--- src/rtl/spi_boot_master.sv ---
// SPI/QPI boot master: serialises one write request at a time (memory write
// or register-0 write) onto SCK/CS/SDO0-3 in SPI mode 0. Write-only.
module spi_boot_master #(
    parameter int unsigned CLK_DIV    = 2,
    parameter int unsigned GAP_CYCLES = 4
) (
    input  logic        in_clk,
    input  logic        in_rst,
    input  logic        in_req_valid_i,
    output logic        out_req_ready_o,
    input  logic        in_req_op_i,
    input  logic [31:0] in_req_addr_i,
    input  logic [31:0] in_req_data_i,
    input  logic        in_quad_en_i,
    output logic        out_spi_clk_o,
    output logic        out_spi_cs_o,
    output logic [1:0]  out_spi_mode_o,
    output logic        out_spi_sdo0_o,
    output logic        out_spi_sdo1_o,
    output logic        out_spi_sdo2_o,
    output logic        out_spi_sdo3_o,
    output logic        out_busy_o,
    output logic        out_done_o
);

    typedef enum logic [2:0] {
        ST_IDLE  = 3'd0,
        ST_SETUP = 3'd1,
        ST_SHIFT = 3'd2,
        ST_HOLD  = 3'd3,
        ST_GAP   = 3'd4
    } state_t;

    localparam logic [7:0]  HALF_RELOAD = 8'(CLK_DIV - 1);
    localparam logic [15:0] GAP_RELOAD  = 16'(GAP_CYCLES - 1);

    state_t      state_r,    state_s;
    logic [7:0]  half_cnt_r, half_cnt_s;
    logic [6:0]  per_cnt_r,  per_cnt_s;
    logic [15:0] gap_cnt_r,  gap_cnt_s;
    logic [71:0] shreg_r,    shreg_s;
    logic        quad_r,     quad_s;
    logic        sck_r,      sck_s;
    logic        cs_r,       cs_s;
    logic [3:0]  sdo_r,      sdo_s;
    logic [1:0]  mode_r,     mode_s;
    logic        busy_r,     busy_s;
    logic        done_r,     done_s;
    logic        ready_r,    ready_s;
    logic        accept_s;

    assign accept_s = in_req_valid_i & ready_r;

    // Next-state and next-output computation for the frame sequencer.
    always_comb begin
        state_s    = state_r;
        half_cnt_s = half_cnt_r;
        per_cnt_s  = per_cnt_r;
        gap_cnt_s  = gap_cnt_r;
        shreg_s    = shreg_r;
        quad_s     = quad_r;
        sck_s      = sck_r;
        cs_s       = cs_r;
        done_s     = 1'b0;

        case (state_r)
            ST_IDLE: begin
                if (accept_s) begin
                    state_s    = ST_SETUP;
                    half_cnt_s = HALF_RELOAD;
                    quad_s     = in_quad_en_i;
                    cs_s       = 1'b0;
                    sck_s      = 1'b0;
                    if (in_req_op_i) begin
                        // Register-0 write: command then low data byte, left-aligned.
                        shreg_s   = {8'h01, in_req_data_i[7:0], 56'h0};
                        per_cnt_s = in_quad_en_i ? 7'd4 : 7'd16;
                    end else begin
                        shreg_s   = {8'h02, in_req_addr_i, in_req_data_i};
                        per_cnt_s = in_quad_en_i ? 7'd18 : 7'd72;
                    end
                end else begin
                    state_s = ST_IDLE;
                end
            end
            ST_SETUP: begin
                if (half_cnt_r == 8'd0) begin
                    state_s    = ST_SHIFT;
                    sck_s      = 1'b1;
                    half_cnt_s = HALF_RELOAD;
                end else begin
                    half_cnt_s = half_cnt_r - 8'd1;
                end
            end
            ST_SHIFT: begin
                if (half_cnt_r == 8'd0) begin
                    half_cnt_s = HALF_RELOAD;
                    if (sck_r) begin
                        // Falling edge: advance data so it is stable before the next rise.
                        sck_s   = 1'b0;
                        shreg_s = quad_r ? {shreg_r[67:0], 4'h0} : {shreg_r[70:0], 1'b0};
                    end else if (per_cnt_r == 7'd1) begin
                        state_s = ST_HOLD;
                    end else begin
                        sck_s     = 1'b1;
                        per_cnt_s = per_cnt_r - 7'd1;
                    end
                end else begin
                    half_cnt_s = half_cnt_r - 8'd1;
                end
            end
            ST_HOLD: begin
                if (half_cnt_r == 8'd0) begin
                    state_s   = ST_GAP;
                    cs_s      = 1'b1;
                    done_s    = 1'b1;
                    gap_cnt_s = GAP_RELOAD;
                end else begin
                    half_cnt_s = half_cnt_r - 8'd1;
                end
            end
            ST_GAP: begin
                if (gap_cnt_r == 16'd0) begin
                    state_s = ST_IDLE;
                end else begin
                    gap_cnt_s = gap_cnt_r - 16'd1;
                end
            end
            default: begin
                state_s = ST_IDLE;
                cs_s    = 1'b1;
                sck_s   = 1'b0;
            end
        endcase

        busy_s  = (state_s != ST_IDLE);
        ready_s = (state_s == ST_IDLE);
        if (!cs_s && quad_s) begin
            mode_s = 2'b01;
        end else begin
            mode_s = 2'b00;
        end
        if (cs_s) begin
            sdo_s = 4'h0;
        end else if (quad_s) begin
            sdo_s = shreg_s[71:68];
        end else begin
            sdo_s = {3'b000, shreg_s[71]};
        end
    end

    // State and output registers; reset raises CS at once and abandons any frame.
    always_ff @(posedge in_clk or posedge in_rst) begin
        if (in_rst) begin
            state_r    <= ST_IDLE;
            half_cnt_r <= 8'd0;
            per_cnt_r  <= 7'd0;
            gap_cnt_r  <= 16'd0;
            shreg_r    <= 72'h0;
            quad_r     <= 1'b0;
            sck_r      <= 1'b0;
            cs_r       <= 1'b1;
            sdo_r      <= 4'h0;
            mode_r     <= 2'b00;
            busy_r     <= 1'b0;
            done_r     <= 1'b0;
            ready_r    <= 1'b1;
        end else begin
            state_r    <= state_s;
            half_cnt_r <= half_cnt_s;
            per_cnt_r  <= per_cnt_s;
            gap_cnt_r  <= gap_cnt_s;
            shreg_r    <= shreg_s;
            quad_r     <= quad_s;
            sck_r      <= sck_s;
            cs_r       <= cs_s;
            sdo_r      <= sdo_s;
            mode_r     <= mode_s;
            busy_r     <= busy_s;
            done_r     <= done_s;
            ready_r    <= ready_s;
        end
    end

    assign out_req_ready_o = ready_r;
    assign out_spi_clk_o   = sck_r;
    assign out_spi_cs_o    = cs_r;
    assign out_spi_mode_o  = mode_r;
    assign out_spi_sdo0_o  = sdo_r[0];
    assign out_spi_sdo1_o  = sdo_r[1];
    assign out_spi_sdo2_o  = sdo_r[2];
    assign out_spi_sdo3_o  = sdo_r[3];
    assign out_busy_o      = busy_r;
    assign out_done_o      = done_r;

endmodule

--- config.mk ---
export PLATFORM = sky130hd
export DESIGN_NAME = spi_boot_master
export DESIGN_NICKNAME = d
export VERILOG_FILES = /design/src/rtl/spi_boot_master.sv
export SDC_FILE = /design/constraint.sdc
export NUM_CORES = 1
export LEC_CHECK = 0
export ABC_AREA = 1
export CORE_MARGIN = 3
export CORE_UTILIZATION = 35
export DETAILED_ROUTE_END_ITERATION = 10
export SLEW_MARGIN = 30
export SYNTH_ARGS = -nofsm -noshare
export SYNTH_HDL_FRONTEND = slang
export SYNTH_SLANG_ARGS = --single-unit
export TNS_END_PERCENT = 100
--- constraint.sdc ---
create_clock -name in_clk -period 4.5 [get_ports in_clk]
set_input_delay 1.125 -clock in_clk [delete_from_list [all_inputs] [get_ports in_clk]]
set_output_delay 1.125 -clock in_clk [all_outputs]
set_load 0.01 [all_outputs]
# After elaboration in Yosys (flattened, before gate mapping)

Cells that the tools add are included.

Register bits after elaboration: 118
Latch bits: 0
RAM bits: 0
Memory bits (read-only): 0
Input bits: 69
Word-level logic and storage cells: 96
Memories: 0

Add/sub/neg operators: 3
Multipliers: 0
Div/mod/pow operators: 0
$lt $le $gt $ge: 0
Eq/ne operators: 14
Shift-type cells: 0
Multiplexer cells: 45
Bitwise logic cells: 2
Reductions and logical operators: 18

Operators with widths:

| kind                    | count |
|---|---|
| $mux W72                | 4 |
| $pmux W72 S2            | 1 |
| $mux W66                | 1 |
| $mux W7                 | 6 |
| $mux W16                | 2 |
| $pmux W16 S2            | 1 |
| $mux W8                 | 3 |
| $pmux W8 S3             | 1 |
| $mux W3                 | 6 |
| $ne A2 B2 Y1 const B    | 9 |
| $logic_not A16 Y1       | 1 |
| $sub A16 B1 Y16 const B | 1 |
| $pmux W3 S5             | 1 |
| $pmux W7 S2             | 1 |
| $mux W1                 | 13 |
| $logic_not A8 Y1        | 1 |
| $mux W4                 | 2 |
| $reduce_and A4 Y1       | 2 |
| $sub A8 B1 Y8 const B   | 1 |
| $eq A7 B1 Y1 const B    | 1 |
| $sub A7 B1 Y7 const B   | 1 |
| $eq A3 B2 Y1 const B    | 2 |
| $logic_not A3 Y1        | 2 |
| $reduce_and A3 Y1       | 2 |
| 14 further kinds        | 17 |

# Logic depth before layout (Yosys ltp)

Depth in word-level cells: 6
Mapped depth: 11

# Worst setup path before layout

No wires, ideal clock.

Path kind: input to register
From: in in_req_op_i
To: reg per_cnt_r[4]
Setup time: 0.126 ns
Data arrival time: 2.035 ns
Slack: 2.339 ns
Stages on the path: 7
Buffers on the path: 1
Path through: inv_1 -> clkbuf_1 -> ha_1 -> nand2_1 -> nand2_1 -> nand2_1 -> o21ai_0

Cells in the longest elaborated chain, start to end: 3

Ends and longest elaborated chain:

| item                 | RTL line | source |
|---|---|---|
| start, declared      | 11       | `input logic in_req_op_i,` |
| $mux W7              | 74       | `if (in_req_op_i) begin` |
| $mux W7              | 68       | `if (accept_s) begin` |
| $pmux W7 S2          | 66       | `case (state_r)` |
| end signal, assigned | 171      | `per_cnt_r <= per_cnt_s;` |
| end, declared        | 39       | `logic [6:0] per_cnt_r, per_cnt_s;` |

Every way passes these cells. The select of a mux whose other input is x is not followed.
A chain may end at the register's enable or synchronous reset.

# Worst setup path in the final report

From: reg half_cnt_r[0]
To: reg shreg_r[41]

Cells in the longest elaborated chain, start to end: 3

Ends and longest elaborated chain:

| item                        | RTL line | source |
|---|---|---|
| start, declared             | 38       | `logic [7:0] half_cnt_r, half_cnt_s;` |
| start signal, assigned      | 170      | `half_cnt_r <= half_cnt_s;` |
| $logic_not A8 Y1            | 96       | `if (half_cnt_r == 8'd0) begin` |
| $ne A2 B2 Y1 (no line)      | n/a      |  |
| $reduce_and A4 Y1 (no line) | n/a      |  |
| end signal, assigned        | 173      | `shreg_r <= shreg_s;` |
| end, declared               | 41       | `logic [71:0] shreg_r, shreg_s;` |

Every way passes these cells.

==> out/metrics.cfg <==
[status]
status = finished clean

[placed_design]
gp_congestion = 0.838
dp_hpwl_mm = 11.9
dpl_cell_area_um2 = 7740
dpl_worst_slack_ns = 1.21
numPortBuffers = 78

[drt]
drc = 0
wirelength_mm = 18.0
via_per_inst = 4.94
first_pass_iters = 4
ant_nets = 0
detail_route.wl_per_cell_um = 14.3
drt_iter0_markers = 489
dr_total_vias = 6193

[die]
die_height_um = 145
design.core.area_um2 = 18900
die_x_um = 145
core.rowCount = 50
num_io_pins = 80
die-area_um2 = 21100
initial_utilization = 0.360

[global_route]
grt_pass1_wl_mm = 30.5
overflow = 0
antenna_found_initial = 0
grt_max_degree = 118
track_usage = 0.174
grt_pass1_vias = 6057

[power]
power.leakage_nw = 3.81
vdd_ir_drop_max_mv = 0.241
p_per_area_nw_per_um2 = 301

[layout]
syn_to_final_growth_pct = 22.6
final_area_um2 = 8330
fin_nets = 1057
diodes = 0
drive_above_1_share = 0.112

[logic_synthesis]
synth_seq_area_share = 0.431
synth_cell_types = 36
synth_top_area_frac = 0.423
synth_flop_cell = dfrtp_1
synth_edf_count = 0
synth_compound_area_frac = 0.0992
netlist_area_um2 = 6800
synth_top_family_by_area = simple AND/OR/NAND/NOR gates
synthAdderAreaFrac = 0.0129
yosysTopAreaCell = dfrtp_1
syn_avg_cell_area_um2 = 7.39
synth_xor_area_frac = 0.0116
synthSimpleGateAreaFrac = 0.366
synthTopCellsByArea = dfrtp_1 (42%), nand2_1 (17%), nand3_1 (7.6%)
syn-instance-count = 919
yosys_register_bits = 117
synth-async-reset-ratio = 1.00
synthesis.nets = 995
ys.warnings.count = 0
synth_mux_area_frac = 0.00737

[sta]
totalNegativeSetupSlack_ns = 0
setup_slack_ns = 1.44
finalCritPeriodShare = 0.679
min_period_ns = 3.06
max_slew.worst_pin.slew_ns = 0.895
slew_headroom = 0.402
slew_violations = 0
finClkSkew_ns = 0.00755
final-setup-viol-count = 0
holdWs_ns = 0.484
hold_violations = 0
rsz0062_at_grt = no
max_freq_mhz = 327

[critical_path]
ff2ff_setup_slack_ns = 1.44
crit_chain = inv_1 -> ha_1 -> nand3_1 -> nor2_1 -> buf_4 -> nand2_1 -> inv_2 -> o211ai_1 -> nand3_1
cp_top_family = buffers and inverters
crit_path_max_fanout = 45
setup.worst_path.start_class = register
critPathMaxStageDelay_ns = 0.70
startpoint = half_cnt_r[0]
reg2reg_from = half_cnt_r[0]
crit_required_ns = 4.85
worst_ep_arrival_time_ns = 3.41
crit_type = reg -> reg
cpMostUsedCell = nand3_1
endpoint_kind = register
slowest_stage = inv_2
cp_num_buf_inv = 3

[clock_network]
htreeDepth = 4
root_buffer = clkbuf_16
clock-sinks = 117
path_clk_slew_ns = 0.06
post_cts_resized = 0
cts_buffers = 17
clock_latency_ns = 0.42
postCtsHoldBufs = 0
cts_tree = yes
cts_setup_buffers = 0
clock_path_buffers = 2

[job]
cap_violations = 0

[hold_path]
min_path_type = reg -> reg
hp-start = shreg_r[54]

==> per-stage QoR <==
stage          utilization  power, mW  instances
3_3_place_gp         0.410       1.17       1222
5_1_grt              0.441       2.60       1254
2_1_floorplan            -       1.09        919
4_1_cts              0.441       2.54       1254
6_report             0.441       2.51       1254
3_5_place_dp         0.410       1.17       1222
==> layout by cell type (no fill, tap or decap), drive strengths merged <==
cell type | Yosys | final
nand2 | 320 | 320
dfrtp | 115 | 115
nand3 | 103 | 103
clkdlybuf4s50 | 0 | 78
nor2 | 73 | 73
inv | 66 | 68
o211ai | 43 | 43
or2 | 41 | 41
o21ai | 38 | 38
clkbuf | 13 | 19
a21oi | 18 | 18
nand4 | 15 | 15
xor2 | 7 | 7
nand3b | 7 | 7
ha | 7 | 7
buf | 29 | 7
clkinvlp | 0 | 6
mux2i | 5 | 5
clkinv | 1 | 4
nor3 | 3 | 3
o2111ai | 3 | 3
o22ai | 3 | 3
o31ai | 2 | 2
xnor2 | 2 | 2
bufinv | 0 | 2
dfstp | 2 | 2
nor3b | 1 | 1
o21bai | 1 | 1
conb | 1 | 1
==> kinds of logic (layout without fill, tap and decap cells) <==
family / count (synthesis) / in the layout
and+or+nand+nor: 563 / 563
DFF: 117 / 117
buffers and inverters: 109 / 184
AOI/OAI and AO/OA: 108 / 108
xor gates and xnor gates: 9 / 9
adders and majority gates: 7 / 7
muxes: 5 / 5
other: 1 / 1
==> registers in the layout, indices dropped and copies added (netlist names) <==
name	count
out_spi_clk_o	1
out_busy_o	1
per_cnt_r	7
out_done_o	1
gap_cnt_r	16
shreg_r	72
state_r	3
out_spi_mode_o	1
quad_r	1
half_cnt_r	8
out_spi_cs_o	1
out_req_ready_o	1
sdo_r	4
==> worst paths after layout <==
check / to / cells past startpoint
worst max-delay path: shreg_r[41] / 9
worst min-delay path: shreg_r[54] / 2
worst max register to register: shreg_r[41] / 9
worst min register to register: shreg_r[54] / 2
max in group asynchronous: quad_r / 3
min in group asynchronous: shreg_r[58] / 3
==> worst min-delay path, stage by stage (launching register included) <==
cell	delay (ns)
dfrtp_1	0.34
nand2_1	0.06
nand3_1	0.05
==> cell type report <==
type	instances	area [um2]
clock buffer	19	443
inverter	67	254
sequential	117	2930
clock inverter	13	149
fill	1955	10600
tap	260	325
timing repair buffer	85	846
multi-input combinational	693	3380
==> power breakdown <==
group,switching [mW],internal [mW]
Clock,0.528,0.835
Sequential,0,1.05
Combinational,0.0402,0.0550
Total,0.569,1.94
==> cell usage after synthesis (13+ instances only) <==
cell,instances
nand3_1,103
or2_2,41
inv_1,56
dfrtp_1,115
o21ai_0,25
buf_2,16
nand4_1,15
nor2_1,64
clkbuf_1,13
a21oi_1,18
nand2_1,312
o211ai_1,43
==> per-layer routing <==
metal	global-route usage	part of all wire	vias up
met2	0.266	0.45	128
met1	0.247	0.49	2915
li1	-	-	3131
met5	0	0	-
met4	0.0456	0.012	0
met3	0.0461	0.046	19
No activity file was read; power rests on OpenSTA's default activity.
==> edit, RTL diff (same settings) <==
`shreg_r` no longer has a reset.
--- a/src/rtl/spi_boot_master.sv
+++ b/src/rtl/spi_boot_master.sv
@@ -157,5 +157,4 @@
             per_cnt_r  <= 7'd0;
             gap_cnt_r  <= 16'd0;
-            shreg_r    <= 72'h0;
             quad_r     <= 1'b0;
             sck_r      <= 1'b0;
@@ -171,5 +170,4 @@
             per_cnt_r  <= per_cnt_s;
             gap_cnt_r  <= gap_cnt_s;
-            shreg_r    <= shreg_s;
             quad_r     <= quad_s;
             sck_r      <= sck_s;
@@ -181,4 +179,8 @@
             ready_r    <= ready_s;
         end
+    end
+
+    always_ff @(posedge in_clk) begin
+        shreg_r <= shreg_s;
     end
 
Check against the original RTL: same outputs for any inputs over 10 cycles, from zero or initial values and one cycle with in_rst high; that may be too few to reach the edited logic, so the function may still have changed.
==> edit against the unedited design <==
- total power is 2.7% lower
- worst setup slack better by 210 ps
- highest routed layer unchanged
- critical path type is now in2reg
- first-iteration DRC count is 17% lower
- cell area is 4.3% lower
- sequential cell count stayed put
- core utilization hardly changed
- area after synthesis is 4.6% lower
- routed wire length is 12% lower
- register-to-register slack better by 480 ps
- clock power is 9.6% lower
- count of clock-buffer cells in the layout is 2 lower
- sequential power is 8% higher
==> edit: results (changes against the unedited design) <==
| Metric | Value |
|---|---|
| Arithmetic-cell share of the synthesized area counting full adders, half adders and majority gates | `1.351% (+0.062 points)` |
| Met3 global-route usage | `3.797% (-0.81 points)` |
| Initial DRC count | `405 (-17%)` |
| Global-route met1 utilization | `23.20% (-1.5 points)` |
| Static leakage | `3.774 nW (-0.83%)` |
| Routed via count | `5296 (-14%)` |
| DRT Pass-1 Iters | `5 (+1)` |
| Number of cells in the finished layout apart from fillers | `1087 (-13%)` |
| Cell with the biggest individual delay on the critical path | `nor2_4` |
| Met2 track utilization from global routing | `23.68% (-3.0 points)` |
| Met1 layer wirelength in the final routing | `7855 um (-12%)` |
| Detail-routed net length per standard cell | `14.64 um (+2.1%)` |
| Layout cell share with drive strength beyond 1 | `6.993% (-4.2 points)` |
| Data arrival time of the critical path | `3100 ps (-310 ps)` |
| Net count after synthesis | `852 (-14%)` |
| Global-route total usage across every layer | `16.10% (-1.3 points)` |
| Max Clock Freq | `351.0 MHz (+7.3%)` |
| Leading cell types by total area after synthesis | `edfxtp_1 32%, dfrtp_1 17%, nand2_1 15%` |
| Cell area after placement | `0.007430 mm2 (-4.0%)` |
| Crit-path max FO | `33 (-27%)` |
| Post-synthesis cell type count | `39 (+8.3%)` |
| Relative slew slack | `35.15% (-5.1 points)` |
| Status | `finished, final reports clean` |
| WL met2 | `7163 um (-11%)` |
| Worst-case vdd ir drop | `0.2162 mV (-10%)` |
| Final weighted congestion in routability-driven placement | `0.8330 (-0.60%)` |
| Mean area per synthesized cell | `8.352 um2 (+13%)` |
| Via count of the first global-routing pass | `4985 (-18%)` |
| Detailed placement HPWL | `10870 um (-8.4%)` |
| Area fraction in compound gates after synthesis | `11.41% (+1.5 points)` |
| Number of flops mapped to enable cells by yosys | `68 (+68)` |
| Total met3 wirelength after detailed routing | `709 um (-14%)` |
edit: area by class of cell:
class	instances	area [um2]
Inverter	72	272.8
Timing Repair Buffer	82	823.3
Fill cell	1788	10110
Multi-Input combinational cell	555	2795
Sequential cell	117	3252
Tap cell	229	286.5
Clock inverter	15	116.4
Clock buffer	17	425.4
edit: report_power, final:
| group | internal (W) | total, W | switching, W |
|---|---|---|---|
| clock | 0.000748 | 0.00123 | 0.000486 |
| combinational | 0.0000532 | 0.0000812 | 0.0000280 |
| sequential | 0.00113 | 0.00113 | 0 |
edit: final timing paths:
kind | start | end | slack, ps | cells after the start
worst max-delay path | in_req_valid_i | shreg_r[22] | 1650 | 8
min in group asynchronous | in_rst | gap_cnt_r[13] | 1120 | 2
worst max register to register | half_cnt_r[0] | shreg_r[34] | 1920 | 8
worst min register to register | gap_cnt_r[0] | gap_cnt_r[0] | 480 | 2
worst min-delay path | gap_cnt_r[0] | gap_cnt_r[0] | 480 | 2
max in group asynchronous | in_rst | quad_r | 2930 | 2
